[src/rtl/fetch_stage.sv]
// Instruction-fetch stage: PC register, next-PC select, imem req/ack handshake and IF/ID register.
// Latency: with ack in the request cycle, the instruction reaches IF/ID on the next edge.
// Backpressure: PCWrite/IF_ID_Write stalls park a returned word in a one-entry hold buffer.
module fetch_stage #(
   parameter int              XLEN     = 32,
   parameter logic [XLEN-1:0] RESET_PC = '0,
   parameter logic [XLEN-1:0] NOP      = 32'h0000_0013
) (
   input  logic            clk_i,
   input  logic            rst_i,
   input  logic            PCWrite_i,
   input  logic            IF_ID_Write_i,
   input  logic            Branch_i,
   input  logic [XLEN-1:0] BranchTarget_i,
   output logic            imem_req_o,
   output logic [XLEN-1:0] imem_addr_o,
   input  logic            imem_ack_i,
   input  logic [XLEN-1:0] imem_data_i,
   output logic [XLEN-1:0] IF_ID_PC_o,
   output logic [XLEN-1:0] IF_ID_Instr_o,
   output logic            IF_ID_Valid_o
);

   typedef enum logic [1:0] {
      S_IDLE  = 2'd0,
      S_FETCH = 2'd1,
      S_HOLD  = 2'd2,
      S_DRAIN = 2'd3
   } state_t;

   state_t          state;
   logic [XLEN-1:0] pc;
   logic [XLEN-1:0] redirect_pc;   // branch target waiting for the in-flight request to finish
   logic [XLEN-1:0] hold_buf;      // word that returned while the pipeline was stalled

   logic            ack;
   logic            advance;
   logic [XLEN-1:0] br_target;
   logic [XLEN-1:0] pc_inc;
   logic            deliver;
   logic [XLEN-1:0] deliver_instr;

   // Low target bits are forced to zero, so they are never consumed.
   logic unused_tgt_bits;
   assign unused_tgt_bits = ^BranchTarget_i[1:0];

   assign ack         = imem_ack_i & imem_req_o;
   assign advance     = PCWrite_i & IF_ID_Write_i;
   assign br_target   = {BranchTarget_i[XLEN-1:2], 2'b00};
   assign pc_inc      = pc + XLEN'(4);
   // The PC is never changed while a request is open, so it doubles as the stable fetch address.
   assign imem_req_o  = (state == S_FETCH) || (state == S_DRAIN);
   assign imem_addr_o = pc;

   // Decide whether an instruction is handed to ID this cycle, and which word it is.
   always_comb begin
      deliver       = 1'b0;
      deliver_instr = imem_data_i;
      if (!Branch_i && advance) begin
         case (state)
            S_FETCH: deliver = ack;
            S_HOLD: begin
               deliver       = 1'b1;
               deliver_instr = hold_buf;
            end
            default: deliver = 1'b0;
         endcase
      end
   end

   // Fetch FSM: PC, redirect latch and hold buffer.
   always_ff @(posedge clk_i) begin
      if (rst_i) begin
         state       <= S_IDLE;
         pc          <= RESET_PC;
         redirect_pc <= '0;
         hold_buf    <= '0;
      end else begin
         case (state)
            S_IDLE: state <= S_FETCH;
            S_FETCH: begin
               if (Branch_i) begin
                  if (ack) begin
                     pc <= br_target;
                  end else begin
                     // Address must stay put until the memory answers; redirect afterwards.
                     redirect_pc <= br_target;
                     state       <= S_DRAIN;
                  end
               end else if (ack) begin
                  if (advance) begin
                     pc <= pc_inc;
                  end else begin
                     hold_buf <= imem_data_i;
                     state    <= S_HOLD;
                  end
               end
            end
            S_HOLD: begin
               if (Branch_i) begin
                  pc    <= br_target;
                  state <= S_FETCH;
               end else if (advance) begin
                  pc    <= pc_inc;
                  state <= S_FETCH;
               end
            end
            S_DRAIN: begin
               if (ack) begin
                  // A branch arriving together with the ack is the newest redirect.
                  pc    <= Branch_i ? br_target : redirect_pc;
                  state <= S_FETCH;
               end else if (Branch_i) begin
                  redirect_pc <= br_target;
               end
            end
            default: state <= S_IDLE;
         endcase
      end
   end

   // IF/ID register: flush on branch, hold on stall, otherwise instruction or bubble.
   always_ff @(posedge clk_i) begin
      if (rst_i) begin
         IF_ID_PC_o    <= '0;
         IF_ID_Instr_o <= NOP;
         IF_ID_Valid_o <= 1'b0;
      end else if (Branch_i) begin
         IF_ID_PC_o    <= pc;
         IF_ID_Instr_o <= NOP;
         IF_ID_Valid_o <= 1'b0;
      end else if (IF_ID_Write_i) begin
         IF_ID_PC_o    <= pc;
         IF_ID_Instr_o <= deliver ? deliver_instr : NOP;
         IF_ID_Valid_o <= deliver;
      end
   end

endmodule
[config.mk]
export PLATFORM = sky130hd
export DESIGN_NAME = fetch_stage
export DESIGN_NICKNAME = d
export VERILOG_FILES = /design/src/rtl/fetch_stage.sv
export SDC_FILE = /design/constraint.sdc
export NUM_CORES = 1
export LEC_CHECK = 0
export BUFFER_PORTS_ARGS = -buffer_cell sky130_fd_sc_hd__buf_2
export CAP_MARGIN = 20
export CORE_MARGIN = 10
export CORE_UTILIZATION = 41
export DETAILED_ROUTE_END_ITERATION = 8
export RECOVER_POWER = 25
export SLEW_MARGIN = 0
export SYNTH_ARGS = -nofsm -noshare
export SYNTH_HDL_FRONTEND = slang
export SYNTH_SLANG_ARGS = --single-unit
[constraint.sdc]
create_clock -name clk_i -period 2.75 [get_ports clk_i]
set_input_delay 0.275 -clock clk_i [delete_from_list [all_inputs] [get_ports clk_i]]
set_output_delay 0.275 -clock clk_i [all_outputs]
set_load 0.005 [all_outputs]
==> results_dict.tcl <==
set metrics [dict create \
    synth_edf_count 0 \
    synth.distinct_cells 59 \
    ctsHoldBuffers 0 \
    drv_cap 0 \
    io_pins 168 \
    rr_startpoint "state[1]" \
    critPathRequiredTime_ns 3.09 \
    root_buffer "clkbuf_16" \
    reg2reg_depth 6 \
    post-dp-hpwl_mm 15.7 \
    internal_power_uw 4090 \
    io_buffers 165 \
    syn_to_final_growth_pct 20.9 \
    end_kind "register" \
    drive_gt1_share_pct 16.5 \
    seq_area_frac_synth_pct 45.2 \
    ys.flop_type "dfxtp_1" \
    clk_latency_ns 0.43 \
    fin_nets 1142 \
    clock_sinks 163 \
    grt_max_degree 53 \
    outcome "finished clean" \
    seqPwrFrac_pct 45.8 \
    grt_pass1_wl_mm 36.5 \
    p_sw_share_pct 29.2 \
    leakage_uw 0.00314 \
    drt_iter0_drc 491 \
    fp.dieH_um 153 \
    multiInputGateArea_um2 3630 \
    fin_area_um2 8740 \
    setup_viol 0 \
    synth_cells 934 \
    grtUsageTotal_pct 18.9 \
    drtPass1Iterations 7 \
    clk_pin_slew_ns 0.07 \
    grt_pass1_vias 6493 \
    max_freq_mhz 444 \
    slowest_delay_ns 0.52 \
    critPathKind "reg -> reg" \
    tightest_slew_ns 0.658 \
    p_total_uw 5780 \
    yosys-top-cells-count "nand2_1 (233), dfxtp_1 (163), a21oi_1 (157)" \
    yosysTopAreaCellShare_pct 45.2 \
    worstPathArrival_ns 2.60 \
    maxSlewHeadroom_pct 56.1 \
    initial_core_util_pct 41.8 \
    drv_slew 0 \
    crit_chain "inv_1 > ha_1 > o21ba_2 > a211o_1 > or4_1 > a31oi_1" \
    period_minus_slack_ns 2.25 \
    dpl_worst_slack_ns 0.519 \
    power_frac_comb_pct 14.4 \
    regArea_um2 3260 \
    final_antenna_net_count 0 \
    synth_area_leaders "dfxtp_1 (45%), nand2_1 (12%), a21oi_1 (11%)" \
    power_density_nw_per_um2 662 \
    fin_setup_tns_ns 0 \
    hold_viol 0 \
    antenna_found_initial 2 \
    synth_seq_cells 163 \
    htreeDepth 4 \
    min_from "imem_data_i[11]" \
    clk_path_buf_depth 2 \
    nFillCells 1785 \
    grt-ovfl-total 0 \
    hold_path.class "in -> reg" \
    crit_path_start "state[1]" \
    drc_errors 0 \
    start_kind "register" \
    cts_inserted_buffers 17 \
    cts_tree "done" \
    hold_end "hold_buf[11]" \
    num_rows 48 \
    peakVddDrop_mv 0.455 \
    dieWidth_um 153 \
    cts_setup_buffers 0 \
    synthesis.nets 1009 \
    synth-async-reset-ratio_pct 0 \
    rsz0062_at_grt "false" \
    r2r-end "imem_addr_o[25]" \
    clock-skew-final_ns 0.0109 \
    slowest_stage "or4_1" \
    hold_depth 3 \
    yosysMostFrequentCell "nand2_1" \
    reg2reg_slack_ns 0.50 \
    p_sw_uw 1690 \
    setup_ws_ns 0.496 \
    dr_total_vias 7096 \
    yosys.area.top_type "dfxtp_1" \
    placed_area_um2 8230 \
    wl_per_cell_um 17.6 \
    drt_wl_total_mm 23.0 \
    power.clock.fraction_pct 39.8 \
    syn-cell-area_um2 7220 \
    avgSynthCellArea_um2 7.73 \
    cp_max_fo 10 \
    die_area_um2 23300 \
    ys_warn_count 0 \
    coreArea_um2 17300 \
    finish.utilization_pct 50.5 \
    gp_congestion 0.840 \
    post-route-period-util_pct 82.0 \
    avgViaCountPerCell 5.43 \
    post_cts_resized 0 \
]
[cell families (layout without fill, tap and decap cells)]
group | Yosys count | after routing | share of synthesized area (%)
other cells | 0 | 3 | 0
xor+xnor | 5 | 5 | 0.606
mux | 5 | 5 | 0.693
simple gates | 383 | 383 | 24.0
compound gates | 285 | 285 | 24.0
buf+inv | 88 | 234 | 4.73
flops | 163 | 163 | 45.2
fa+ha+maj | 5 | 5 | 0.866
[final cells by class]
cell class,count,area share [%]
clock inverter,13,1.40
tap,225,3.22
sequential,163,37.4
inverter,13,0.559
antenna,3,0.0859
timing repair buffer,189,10.7
clock buffer,19,5.07
multi-input combinational,683,41.6
[metrics by stage]
| step | hold WS (ns) | instances |
|---|---|---|
| after floorplan | 0.411 | 934 |
| after global placement | 0.435 | 1273 |
| after detailed placement | 0.440 | 1273 |
| after CTS | 0.0769 | 1305 |
| after global routing | 0.0818 | 1306 |
| final | 0.0862 | 1308 |
[placed cells by master, fill, tap and decap left out, drive strengths merged, types with 13 or more instances in the layout]
cell type,instances
nand2,233
dfxtp,163
a21oi,157
buf,133
clkbuf,75
o21ai,37
nand2b,34
nor2,33
o221ai,31
nand3,19
inv,18
and3,13
[critical path: cells and delay by family, from the launching register on]
family,cells,cell delay [ns]
AOI/OAI and AO/OA,3,0.95
adders and majority gates,1,0.25
buffers and inverters,1,0.08
DFF,1,0.38
and+or+nand+nor,1,0.52
[flip-flops by register name (all words and copies together) (netlist names)]
signal / count
IF_ID_Instr_o: 32
IF_ID_PC_o: 32
IF_ID_Valid_o: 1
hold_buf: 32
imem_addr_o: 32
redirect_pc: 32
state: 2
[per-layer routing]
layer	vias up	global-route usage [%]	share of wire, %
li1	3542	-	-
met5	-	0	0
met2	225	29.0	46
met4	0	5.27	1.5
met3	27	5.73	6.7
met1	3302	25.0	46
[power by group through the flow]
stage          registers [uW]  logic (uW)  clock network, uW
3_5_place_dp             2700         840                  0
5_1_grt                  2670         936               2460
3_3_place_gp             2690         834                  0
2_1_floorplan            2660         499                  0
6_report                 2650         833               2300
4_1_cts                  2650         843               2340
[worst max path at each step]
stage / to / slack (ns) / depth (start not counted)
final: imem_addr_o[25] / 0.50 / 6
after global routing: imem_addr_o[25] / 0.35 / 6
after CTS: imem_addr_o[25] / 0.49 / 6
after detailed placement: imem_addr_o[25] / 0.52 / 6
after global placement: imem_addr_o[29] / 0.57 / 9
after floorplan: imem_addr_o[29] / 0.82 / 6
Note: power is estimated with default switching activity, not from simulation.
